`src/rtl/exec_ins_loader_pkg.sv`:
```
// Shared definitions for the executor instruction memory and its host loader:
// default RAM geometry, opcode constants and the loader state encoding.
package exec_ins_loader_pkg;

  // Default instruction RAM geometry
  localparam int INS_RAM_DATA_WIDTH = 64;
  localparam int INS_RAM_DEPTH      = 16;

  // Opcode byte lives in [7:0] of every instruction; INS_NONE terminates the executor
  localparam logic [7:0] INS_NONE  = 8'h00;
  localparam logic [7:0] INS_LOAD  = 8'h01;
  localparam logic [7:0] INS_STORE = 8'h02;
  localparam logic [7:0] INS_EXEC  = 8'h03;

  // Loader state encoding
  localparam logic [1:0] ST_IDLE = 2'd0;
  localparam logic [1:0] ST_LOAD = 2'd1;
  localparam logic [1:0] ST_DONE = 2'd2;

  typedef enum logic [1:0] {
    IDLE = ST_IDLE,
    LOAD = ST_LOAD,
    DONE = ST_DONE
  } loader_state_e;

endpackage

```
`src/rtl/exec_ins_sdp_ram.sv`:
```
// Simple dual-port instruction RAM: one write port, one registered read port,
// plus an output register when RD_LAT == 2. Read-before-write on address collision.
module exec_ins_sdp_ram #(
  parameter int DATA_W = 64,
  parameter int DEPTH  = 16,
  parameter int RD_LAT = 2
) (
  input  logic                     clk,
  input  logic                     rst,
  input  logic                     wr_en,
  input  logic [$clog2(DEPTH)-1:0] wr_addr,
  input  logic [DATA_W-1:0]        wr_data,
  input  logic                     rd_en,
  input  logic [$clog2(DEPTH)-1:0] rd_addr,
  output logic [DATA_W-1:0]        rd_data,
  output logic                     rd_vld
);

  logic [DATA_W-1:0] mem_q [DEPTH];
  logic [DATA_W-1:0] rd_q;
  logic              rd_vld_q;

  // Storage array: write and registered read share one process so a colliding read sees old data
  always_ff @(posedge clk) begin
    if (wr_en) begin
      mem_q[wr_addr] <= wr_data;
    end
    if (rd_en) begin
      rd_q <= mem_q[rd_addr];
    end
  end

  // First-stage valid strobe, one cycle behind the request
  always_ff @(posedge clk or posedge rst) begin
    if (rst) begin
      rd_vld_q <= 1'b0;
    end else begin
      rd_vld_q <= rd_en;
    end
  end

  generate
    if (RD_LAT == 2) begin : g_oreg
      logic [DATA_W-1:0] dout_q;
      logic              vld_q;

      // Output register: captures only on a valid first stage so the data holds between reads
      always_ff @(posedge clk or posedge rst) begin
        if (rst) begin
          dout_q <= '0;
          vld_q  <= 1'b0;
        end else begin
          vld_q <= rd_vld_q;
          if (rd_vld_q) begin
            dout_q <= rd_q;
          end
        end
      end

      assign rd_data = dout_q;
      assign rd_vld  = vld_q;
    end else begin : g_noreg
      logic seen_q;

      // The array register has no reset; mask it to zero until the first read after reset
      always_ff @(posedge clk or posedge rst) begin
        if (rst) begin
          seen_q <= 1'b0;
        end else if (rd_en) begin
          seen_q <= 1'b1;
        end
      end

      assign rd_data = seen_q ? rd_q : '0;
      assign rd_vld  = rd_vld_q;
    end
  endgenerate

endmodule

```
`src/rtl/exec_ins_loader.sv`:
```
// Executor instruction memory with host loader. Host words are packed
// little-end-first into DATA_W-bit instructions and written to an SDP RAM;
// the executor reads through a fixed-latency port.
// Optional build macro EXEC_IM_GUARD_EN: reads at or beyond loaded_cnt return
// an INS_NONE instruction instead of raw RAM contents.
module exec_ins_loader
  import exec_ins_loader_pkg::*;
#(
  parameter int DATA_W = INS_RAM_DATA_WIDTH,
  parameter int DEPTH  = INS_RAM_DEPTH,
  parameter int HOST_W = 32,
  parameter int RD_LAT = 2
) (
  input  logic                     clk,
  input  logic                     sys_rst,
  input  logic                     load_start_pulse,
  input  logic [$clog2(DEPTH):0]   load_ins_cnt,
  input  logic                     host_vld,
  input  logic [HOST_W-1:0]        host_data,
  output logic                     host_rdy,
  output logic                     load_done_pulse,
  output logic [$clog2(DEPTH):0]   loaded_cnt,
  output logic                     rd_err,
  input  logic                     im_rd_en,
  input  logic [$clog2(DEPTH)-1:0] im_rd_addr,
  output logic [DATA_W-1:0]        im_dout,
  output logic                     im_dout_vld
);

  localparam int AW  = $clog2(DEPTH);
  localparam int CW  = AW + 1;
  localparam int WPI = DATA_W / HOST_W;
  localparam int WCW = (WPI > 1) ? $clog2(WPI) : 1;
  localparam logic [CW-1:0] DEPTH_C = CW'(DEPTH);

  loader_state_e     state_q;
  logic [CW-1:0]     target_q;
  logic [CW-1:0]     ins_ptr_q;
  logic [CW-1:0]     loaded_cnt_q;
  logic [WCW-1:0]    word_cnt_q;
  logic [DATA_W-1:0] pack_q;
  logic [DATA_W-1:0] pack_d;
  logic              done_pulse_q;
  logic              rd_err_q;

  logic [CW-1:0]     start_target;
  logic              word_fire;
  logic              last_word;
  logic              wr_en;
  logic [DATA_W-1:0] ram_dout;
  logic              ram_vld;

  // Requested count clamped to the RAM size
  assign start_target = (load_ins_cnt > DEPTH_C) ? DEPTH_C : load_ins_cnt;
  // A word presented together with a restart pulse is discarded
  assign word_fire    = host_vld && (state_q == LOAD) && !load_start_pulse;
  assign last_word    = (word_cnt_q == WCW'(WPI - 1));
  assign wr_en        = word_fire && last_word;

  // Next packed instruction: the current host word replaces slot word_cnt_q
  generate
    for (genvar gi = 0; gi < WPI; gi++) begin : g_pack
      assign pack_d[gi*HOST_W +: HOST_W] =
        (word_cnt_q == WCW'(gi)) ? host_data : pack_q[gi*HOST_W +: HOST_W];
    end
  endgenerate

  // Loader FSM with its counters and registered status outputs
  always_ff @(posedge clk or posedge sys_rst) begin
    if (sys_rst) begin
      state_q      <= IDLE;
      target_q     <= '0;
      ins_ptr_q    <= '0;
      word_cnt_q   <= '0;
      pack_q       <= '0;
      loaded_cnt_q <= '0;
      done_pulse_q <= 1'b0;
      rd_err_q     <= 1'b0;
    end else begin
      done_pulse_q <= 1'b0;

      if (load_start_pulse) begin
        rd_err_q <= 1'b0;
      end else if (im_rd_en && (state_q == LOAD)) begin
        rd_err_q <= 1'b1;
      end

      case (state_q)
        IDLE: begin
          if (load_start_pulse) begin
            target_q   <= start_target;
            ins_ptr_q  <= '0;
            word_cnt_q <= '0;
            state_q    <= (start_target == '0) ? DONE : LOAD;
          end
        end
        LOAD: begin
          if (load_start_pulse) begin
            target_q   <= start_target;
            ins_ptr_q  <= '0;
            word_cnt_q <= '0;
            state_q    <= (start_target == '0) ? DONE : LOAD;
          end else if (word_fire) begin
            pack_q <= pack_d;
            if (last_word) begin
              word_cnt_q <= '0;
              ins_ptr_q  <= ins_ptr_q + CW'(1);
              if ((ins_ptr_q + CW'(1)) == target_q) begin
                state_q <= DONE;
              end
            end else begin
              word_cnt_q <= word_cnt_q + WCW'(1);
            end
          end
        end
        DONE: begin
          state_q      <= IDLE;
          done_pulse_q <= 1'b1;
          loaded_cnt_q <= target_q;
        end
        default: state_q <= IDLE;
      endcase
    end
  end

  assign host_rdy        = (state_q == LOAD);
  assign load_done_pulse = done_pulse_q;
  assign loaded_cnt      = loaded_cnt_q;
  assign rd_err          = rd_err_q;

  exec_ins_sdp_ram #(
    .DATA_W (DATA_W),
    .DEPTH  (DEPTH),
    .RD_LAT (RD_LAT)
  ) u_ram (
    .clk     (clk),
    .rst     (sys_rst),
    .wr_en   (wr_en),
    .wr_addr (ins_ptr_q[AW-1:0]),
    .wr_data (pack_d),
    .rd_en   (im_rd_en),
    .rd_addr (im_rd_addr),
    .rd_data (ram_dout),
    .rd_vld  (ram_vld)
  );

  assign im_dout_vld = ram_vld;

`ifdef EXEC_IM_GUARD_EN
  logic oob_now;
  logic oob_out;
  logic oob0_q;

  assign oob_now = ({1'b0, im_rd_addr} >= loaded_cnt_q);

  // Out-of-range flag travels alongside the RAM read, holding between reads like the data
  always_ff @(posedge clk or posedge sys_rst) begin
    if (sys_rst) begin
      oob0_q <= 1'b0;
    end else if (im_rd_en) begin
      oob0_q <= oob_now;
    end
  end

  generate
    if (RD_LAT == 2) begin : g_oob2
      logic vld1_q;
      logic oob1_q;

      // Second flag stage matching the RAM output register
      always_ff @(posedge clk or posedge sys_rst) begin
        if (sys_rst) begin
          vld1_q <= 1'b0;
          oob1_q <= 1'b0;
        end else begin
          vld1_q <= im_rd_en;
          if (vld1_q) begin
            oob1_q <= oob0_q;
          end
        end
      end

      assign oob_out = oob1_q;
    end else begin : g_oob1
      assign oob_out = oob0_q;
    end
  endgenerate

  assign im_dout = oob_out ? {{(DATA_W-8){1'b0}}, INS_NONE} : ram_dout;
`else
  assign im_dout = ram_dout;
`endif

endmodule

```
`config.mk`:
```
export PLATFORM = sky130hd
export DESIGN_NAME = exec_ins_loader
export DESIGN_NICKNAME = d
export VERILOG_FILES = /design/src/rtl/exec_ins_loader_pkg.sv /design/src/rtl/exec_ins_sdp_ram.sv /design/src/rtl/exec_ins_loader.sv
export SDC_FILE = /design/constraint.sdc
export NUM_CORES = 1
export LEC_CHECK = 0
export CORE_MARGIN = 1
export CORE_UTILIZATION = 61
export DETAILED_ROUTE_END_ITERATION = 8
export PLACE_DENSITY_LB_ADDON = 0.25
export SYNTH_ARGS = -nofsm -noshare
export SYNTH_HDL_FRONTEND = slang
export SYNTH_SLANG_ARGS = --single-unit
export TNS_END_PERCENT = 5
```
`constraint.sdc`:
```
create_clock -name clk -period 7.2 [get_ports clk]
set_clock_uncertainty 0.05 [all_clocks]
set_input_delay 0.72 -clock clk [delete_from_list [all_inputs] [get_ports clk]]
set_output_delay 0.72 -clock clk [all_outputs]
set_load 0.05 [all_outputs]
```
==> impl_results.md, run 1 <==
* Hpwl dp at 54200 um
* Fin. max-slew vios at 0
* Period utilization at 50.1%
* Finish-stage setup viols at 0
* Post-synthesis sequential area ratio at 77.5%
* FF-to-FF setup slack at 3.59 ns
* Clk Tree Root Cell: clkbuf_16
* Synth Warn # at 0
* Critical path type: register to register
* GP Congestion at 0.792
* VDD IR-drop max at 0.248 mV
* HP Class: register to register
* CTS Hold Buffers Added at 0
* CP Max Fanout at 37
* RSZ-0062 raised after global routing: no
* Die Footprint at 78200 um2
* Via Count at 21.2k
* Router iterations before antenna repair at 5
* Hold endpoint: u_ram.rd_data[37]
* # Post-CTS Setup Buffers at 0
* Filler cells at 4377
* P&R area growth vs syn at 13.2%
* Share of layout cells above drive strength 1 at 33.6%
* Max Cap Violations at 0
* Count of cell types in the netlist at 32
* Status: finished, final reports clean
* Worst-margin pin slew at 1.32 ns
* Largest net degree at the start of global routing at 102
* Die height at 280 um
* Most frequent cells in the layout: edfxtp_1 (1088), mux4_2 (320), mux2_2 (198)
* CTS tree: done
* First-pass GRT wire length at 153000 um
* Post-route cell area at 53200 um2
* Initial antenna violation count at 2
* Crit path launch type: register
* Cell Area, Placed at 49300 um2
* Core region area at 76100 um2
* Resized Gates After CTS at 0
* Setup TNS at 0 ns
* Total gr overflow at 0
* FF-to-FF End: u_ram.mem_q[6][34]
* DRT iter0 DRCs at 2450
* DRC Markers at 0
* CTS buffer count at 116
* CTS max path bufs at 3
* Initial Util at 61.8%
* Antenna diode count at 0
* Crit path time final at 3.61 ns
* Final Hold Viols at 0
* Max transition margin at 12.3%
* # rows at 101
* Worst Reg-to-Reg Cells at 5
* Startpoint of the worst hold path: u_ram.rd_q[37]
* Drt via density at 6.53
* GRT Total Usage at 27.5%
* Clock Sinks at 1238
* Power Density at 313 nW/um2
* Crit path DAT at 3.85 ns
* Number of synthesized register bits at 1238
* Syn_nets at 1999
* Post-route ant nets at 0
* Buffers added on ports at 118
* H-Tree Depth at 3
* Worst-Skew Late Latency at 0.69 ns
* Reg2reg start: state_q[1]
* IO Count at 119
* Pleak at 17.2 nW
* Achievable frequency at 0.277 GHz
* Final nets at 2167
* Clock transition at path regs at 0.06 ns
* Crit. End Element: register
* Cells after synthesis at 1949
* Die extent in x at 280 um
* Syn Std Cell Area at 47000 um2
* Worst endpoint required time at 7.44 ns
* Hold Path Depth at 1
* Most common cell after layout, fill and taps aside: edfxtp_1
* Routed len/inst at 31.9 um
* Worst setup path start: state_q[1]
* Vias in the first global route at 22.3k
* Final wirelength at 104000 um
* Mapped Avg Cell Area at 24.1 um2
-- cells in the mapped netlist, drive strengths merged --
cell type	number	area, um2
xor2	2	17.5
mux2	198	2230
or2	1	6.26
inv	6	22.5
clkbuf	40	150
nand3	4	20.0
nor3	7	40.0
o21ai	8	40.0
a31oi	1	6.26
buf	58	440
mux2i	2	20.0
nand2b	10	62.6
ha	4	50.1
nor2	19	71.3
dfrtp	150	3750
o2111ai	1	8.76
or4	1	7.51
mux4	320	7210
xnor2	6	52.6
a22o	3	26.3
edfxtp	1088	32700
a21oi	3	15.0
nand4bb	1	11.3
nand3b	1	7.51
nand2	13	48.8
o21a	1	7.51
and2	1	6.26
-- report_power, final --
part           switching [mW]  internal [mW]
clock network            2.60           3.65
logic                    1.12          0.563
registers               0.148           8.56
-- sequential cells by signal, summed over array words and instances (netlist names) --
register / cells
ins_ptr_q: 5
last_word: 1
load_done_pulse: 1
loaded_cnt: 5
pack_q: 64
rd_err: 1
state_q: 2
target_q: 5
u_ram.mem_q: 1024
u_ram.rd_data: 64
u_ram.rd_q: 64
u_ram.rd_vld: 1
u_ram.rd_vld_q: 1
-- metrics by stage --
| step | power (mW) | hold slack [ns] | instances | setup slack, ns | util (%) |
|---|---|---|---|---|---|
| 2_1_floorplan | 9.87 | 0.302 | 1949 | 0.751 | - |
| 3_3_place_gp | 10.4 | 0.411 | 3029 | 3.00 | 64.8 |
| 3_5_place_dp | 10.5 | 0.415 | 3029 | 2.88 | 64.8 |
| 4_1_cts | 16.7 | 0.432 | 3250 | 3.57 | 69.9 |
| 5_1_grt | 17.1 | 0.444 | 3250 | 3.44 | 69.9 |
| 6_report | 16.6 | 0.430 | 3250 | 3.59 | 69.9 |
-- metal layers --
metal / track usage, % / share of wire [%] / vias to the layer above / wire [um]
met3: 4.37 / 8.4 / 145 / 8740
met4: 7.86 / 2.2 / 0 / 2270
met2: 43.7 / 49 / 1122 / 51200
li1: - / - / 8555 / -
met5: 0 / 0 / - / 0
met1: 40.5 / 40 / 11406 / 41500
-- how the worst max path moves through the flow --
stage,to,slack [ns],depth (start not counted)
after floorplan,u_ram.mem_q[3][0],0.75,4
after global placement,u_ram.mem_q[7][40],3.00,5
after detailed placement,u_ram.mem_q[7][45],2.88,5
after CTS,u_ram.mem_q[6][26],3.57,5
after global routing,u_ram.mem_q[7][1],3.44,5
final,u_ram.mem_q[6][34],3.59,5
-- layout make-up --
class | instances | area (um2) | share of cell area, %
tap | 1030 | 1290 | 2.42
timing repair buffer | 148 | 1450 | 2.72
clock buffer | 157 | 3240 | 6.09
multi-input combinational | 607 | 10100 | 18.9
inverter | 6 | 27.5 | 0.0517
clock inverter | 64 | 687 | 1.29
sequential | 1238 | 36400 | 68.5
-- worst max-delay path, cell delays in order, from the launching register on --
cell	delay, ns
dfrtp_1	0.46
nand2b_1	0.22
nor3_2	0.48
nand2_1	0.36
nor2_4	0.90
buf_4	0.66
-- kinds of logic after synthesis --
logic type	synth area share, %
compound gates	0.221
xor+xnor	0.149
fa+ha+maj	0.106
buf+inv	1.30
flops	77.5
mux	20.1
simple gates	0.599
No activity file was read; power rests on OpenSTA's default activity.
==> inputs of run 2 (changes only) <==
--- a/config.mk
+++ b/config.mk
@@ -6,7 +6,7 @@
 export NUM_CORES = 1
 export LEC_CHECK = 0
 export CORE_MARGIN = 1
-export CORE_UTILIZATION = 61
+export CORE_UTILIZATION = 55
 export DETAILED_ROUTE_END_ITERATION = 8
 export PLACE_DENSITY_LB_ADDON = 0.25
 export SYNTH_ARGS = -nofsm -noshare
==> constraint.sdc (replaced) <==
create_clock -name clk -period 3.3 [get_ports clk]
set_clock_uncertainty 0.05 [all_clocks]
set_input_delay 0.33 -clock clk [delete_from_list [all_inputs] [get_ports clk]]
set_output_delay 0.33 -clock clk [all_outputs]
set_load 0.05 [all_outputs]
==> impl_results.md, run 2 (synthesis gave the netlist of run 1 again) <==
* Share of layout cells above drive strength 1 at 35.1%
* CTS tree: done
* Crit. End Element: primary output
* Buffers added on ports at 118
* Final Hold Viols at 0
* Antenna diode count at 0
* Achievable frequency at 0.374 GHz
* Crit path cell chain: nand2b_1 > inv_1 > clkdlybuf4s50_1
* Crit path time final at 2.68 ns
* Router iterations before antenna repair at 6
* CTS Hold Buffers Added at 0
* WL met3 at 7460 um
* Clk Tree Root Cell: clkbuf_16
* GRT Total Usage at 24.1%
* Worst-margin pin slew at 1.07 ns
* Final nets at 2205
* P&R area growth vs syn at 15.3%
* Routed len/inst at 29.8 um
* Uppermost layer routed: met4
* WL met2 at 49300 um
* Worst-Skew Late Latency at 0.67 ns
* Initial antenna violation count at 2
* Buf+Inv Stages, Crit Path at 2
* Most frequent cells in the layout: edfxtp_1 (1088), mux4_2 (320), mux2_2 (198)
* Total gr overflow at 0
* Crit path launch type: register
* Final Instance Count excl. Fillers at 3393
* Clock transition at path regs at 0.06 ns
* Largest net degree at the start of global routing at 85
* Die extent in x at 294 um
* Resized Gates After CTS at 0
* Pleak at 17.6 nW
* Post-route ant nets at 0
* Period utilization at 81.1%
* Fin. max-slew vios at 0
* Finish-stage setup viols at 0
* Die Footprint at 86600 um2
* Total Power at 36.1 mW
* Cell Area, Placed at 50300 um2
* IO Count at 119
* VDD IR-drop max at 0.496 mV
* Reg2reg start: state_q[1]
* Initial Util at 55.9%
* Status: finished, final reports clean
* Die height at 294 um
* Post-Place Cells at 3169
* Hpwl dp at 57600 um
* GP Congestion at 0.769
* Top reg by flops: u_ram.mem_q
* Kind of cell adding the most delay to the critical path: buffers and inverters
* FF-to-FF End: u_ram.mem_q[14][58]
* Most common cell after layout, fill and taps aside: edfxtp_1
* DRC Markers at 0
* Final wirelength at 101000 um
* HP Class: primary input to asynchronous set/reset pin
* CP peak stage delay at 0.80 ns
* CTS buffer count at 118
* Setup TNS at 0 ns
* # rows at 106
* Power Density at 666 nW/um2
* CTS max path bufs at 3
* Worst endpoint required time at 2.92 ns
* Max Cap Violations at 0
* Via Count at 21.0k
* Drt via density at 6.18
* DRT iter0 DRCs at 2025
* Post-route cell area at 54200 um2
* Crit path DAT at 2.30 ns
* Vias in the first global route at 21.9k
* # Post-CTS Setup Buffers at 0
* Hold_ws at 0.0487 ns
* CP max-delay cell: clkdlybuf4s50_1
* Number of flip-flops in the largest register at 1024
* Max transition margin at 28.5%
* FF-to-FF setup slack at 0.62 ns
* Worst Reg-to-Reg Cells at 5
* CP Max Fanout at 8
* Clock Sinks at 1238
* H-Tree Depth at 3
* RSZ-0062 raised after global routing: no
* Critical path type: register to primary output
* Metal-1 WL at 42500 um
* Core region area at 84100 um2
* First-pass GRT wire length at 149000 um
==> run 2: changes by cell type in the layout (fill, tap and decap cells not counted), moves of 2 or more <==
cell / previous run / this run
clkinvlp_4: 5 / 7
bufinv_16: 14 / 8
buf_12: 3 / 49
nor3_4: 0 / 5
clkinv_1: 24 / 17
clkinv_2: 14 / 22
buf_4: 30 / 20
clkbuf_8: 10 / 12
clkbuf_16: 120 / 125
nor3_2: 5 / 0
==> run 2: stage by stage <==
| stage | setup slack [ns] | util [%] |
|---|---|---|
| 2_1_floorplan | -0.899 | - |
| 3_3_place_gp | 0.318 | 59.8 |
| 3_5_place_dp | 0.322 | 59.8 |
| 4_1_cts | 0.597 | 64.5 |
| 5_1_grt | 0.511 | 64.5 |
| 6_report | 0.624 | 64.5 |
==> run 2: how the worst max path moves through the flow <==
stage / from / slack, ns / endpoint / cells after the start
final: state_q[1] / 0.62 / host_rdy / 3
after global routing: state_q[1] / 0.51 / u_ram.mem_q[14][59] / 5
after CTS: state_q[1] / 0.60 / host_rdy / 3
after detailed placement: host_vld / 0.32 / u_ram.mem_q[14][45] / 6
after global placement: host_vld / 0.32 / u_ram.mem_q[14][55] / 6
after floorplan: last_word / -0.90 / u_ram.mem_q[0][0] / 6
==> run 2: final cells by class <==
cell class / instances / area (um2)
Inverter: 6 / 26.3
Clock buffer: 164 / 3390
Tap cell: 1134 / 1420
Multi-Input combinational cell: 607 / 10100
Fill cell: 5425 / 29900
Timing Repair Buffer: 184 / 2290
Clock inverter: 60 / 528
Sequential cell: 1238 / 36400
==> run 2: worst min-delay path: stages <==
cell	delay [ns]
clkdlybuf4s50_1	0.44
clkinvlp_4	0.12
buf_12	0.28
==> run 2: per-layer routing <==
metal	vias up	global-route usage, %
li1	8647	-
met1	11357	35.2
met2	845	38.0
met3	123	4.70
met4	0	5.91
met5	-	0
==> run 2: power breakdown <==
part	internal, mW	switching (mW)
logic	1.27	2.39
registers	18.7	0.307
clock network	7.80	5.64
==> inputs of run 3 (changes only) <==
==> constraint.sdc (replaced) <==
create_clock -name clk -period 2.2 [get_ports clk]
set_clock_uncertainty 0.05 [all_clocks]
set_input_delay 0.22 -clock clk [delete_from_list [all_inputs] [get_ports clk]]
set_output_delay 0.22 -clock clk [all_outputs]
set_load 0.05 [all_outputs]
==> impl_results.md, run 3 (synthesis gave the netlist of run 1 again) <==
* Post-route cell area at 55100 um2
* Final wirelength at 103000 um
* Final Hold Viols at 0
* CP max-delay cell: clkdlybuf4s50_1
* Worst-Skew Late Latency at 0.69 ns
* Crit path time final at 2.16 ns
* Status: finished, final reports clean
* Initial Util at 55.9%
* Pleak at 18.1 nW
* Achievable frequency at 0.463 GHz
* VDD IR-drop max at 0.682 mV
* CP peak stage delay at 0.84 ns
* Crit path cell chain: clkdlybuf4s50_1
* Finish-stage setup viols at 0
* Routed len/inst at 29.8 um
* P&R area growth vs syn at 17.2%
* Buffers added on ports at 118
* Critical path type: register to primary output
* GP Congestion at 0.794
* Initial antenna violation count at 10
* Number of flip-flops in the largest register at 1024
* Most frequent cells in the layout: edfxtp_1 (1088), mux4_2 (320), mux2_2 (198)
* Cell Area, Placed at 51000 um2
* Kind of cell adding the most delay to the critical path: buffers and inverters
* DRT iter0 DRCs at 2152
* Die Footprint at 86600 um2
* Worst endpoint required time at 1.93 ns
* Drt via density at 6.18
* Buf+Inv Stages, Crit Path at 1
* Core region area at 84100 um2
* Vias in the first global route at 22.2k
* M2 GR Usage at 39.5%
* CTS buffer count at 118
* Most common cell after layout, fill and taps aside: edfxtp_1
* CTS tree: done
* Die height at 294 um
* Setup TNS at 0 ns
* Crit path launch type: register
* DRC Markers at 0
* Router iterations before antenna repair at 5
* Final worst setup slack at 0.0380 ns
* Crit. End Element: primary output
* Busiest grt layer: met2
* Largest net degree at the start of global routing at 80
* Clock Sinks at 1238
* Die extent in x at 294 um
* Crit path DAT at 1.89 ns
* Max Cap Violations at 0
* Clock transition at path regs at 0.06 ns
* Period utilization at 98.3%
* Final nets at 2272
* Hpwl dp at 62100 um
* Total gr overflow at 0
* RSZ-0062 raised after global routing: no
* Max transition margin at 56.5%
* Met3 usage at 4.21%
* Top reg by flops: u_ram.mem_q
* Via Count at 21.4k
* Post-route ant nets at 0
* CTS max path bufs at 3
* H-Tree Depth at 3
* Share of layout cells above drive strength 1 at 37.0%
* Clk Tree Root Cell: clkbuf_16
* Place WS at -0.147 ns
* Worst-margin pin slew at 0.656 ns
* Antenna diode count at 0
* Fin. max-slew vios at 0
* Met1 Use GR at 35.7%
* GRT Total Usage at 24.6%
* Power Density at 1000 nW/um2
* CP Max Fanout at 2
* HP Class: primary input to register
* First-pass GRT wire length at 152000 um
* # rows at 106
* IO Count at 119
-- run 3: cell types whose count changed in the layout (fill, tap and decap cells not counted), moves of 4 or more --
cell             delta
buf_4              +44
bufinv_16          +10
clkbuf_8            -7
dlygate4sd2_1      +10
clkdlybuf4s50_1    -14
clkbuf_1           -11
buf_12             +21
clkbuf_16           -4
clkinv_1            +6
-- run 3: power breakdown --
part / leakage [nW] / switching, mW / internal (mW)
Sequential: 11.7 / 0.443 / 28.0
Clock: 1.97 / 8.63 / 12.3
Combinational: 4.45 / 3.79 / 1.99
Total: 18.1 / 12.9 / 42.3
-- run 3: per-stage QoR --
stage | hold slack, ns | utilization [%] | total power [mW] | instances
2_1_floorplan | 0.201 | - | 32.3 | 1949
3_3_place_gp | 0.409 | 60.7 | 34.4 | 3233
3_5_place_dp | 0.412 | 60.7 | 34.7 | 3233
4_1_cts | 0.0452 | 65.5 | 55.5 | 3457
5_1_grt | 0.0928 | 65.5 | 56.8 | 3457
6_report | 0.0784 | 65.5 | 55.2 | 3457
-- run 3: path summary, 6_finish.rpt --
kind / slack, ns / cells after the start / startpoint / end
max: 0.04 / 1 / u_ram.rd_data[46] / im_dout[46]
min: 0.08 / 3 / load_ins_cnt[1] / target_q[1]
max reg2reg: 0.13 / 6 / state_q[1] / u_ram.mem_q[8][34]
min reg2reg: 0.41 / 1 / u_ram.rd_q[36] / u_ram.rd_data[36]
max in group asynchronous: 0.90 / 4 / sys_rst / u_ram.rd_data[58]
min in group asynchronous: 0.38 / 3 / sys_rst / u_ram.rd_data[11]
-- run 3: timing repair --
| action | in CTS | in global routing |
|---|---|---|
| resized for setup | 10 | 3 |
| hold buffers | 3 | 0 |
| buffers inserted | 0 | 0 |
| gates cloned | 0 | 0 |
| endpoints found under the setup margin | 10 | 3 |
| hold endpoints to repair | 27 | 0 |
-- run 3: area by class of cell --
cell class | count | area (um2)
Clock buffer | 142 | 3160
Clock inverter | 79 | 880
Fill cell | 5343 | 29000
Inverter | 6 | 26.3
Multi-Input combinational cell | 607 | 10100
Sequential cell | 1238 | 36400
Tap cell | 1134 | 1420
Timing Repair Buffer | 251 | 3060
-- run 3: per-layer routing --
layer / vias up / wire [um]
met5: - / 9
met4: 2 / 1720
met3: 120 / 7780
met2: 921 / 51400
met1: 11571 / 42100
li1: 8767 / -
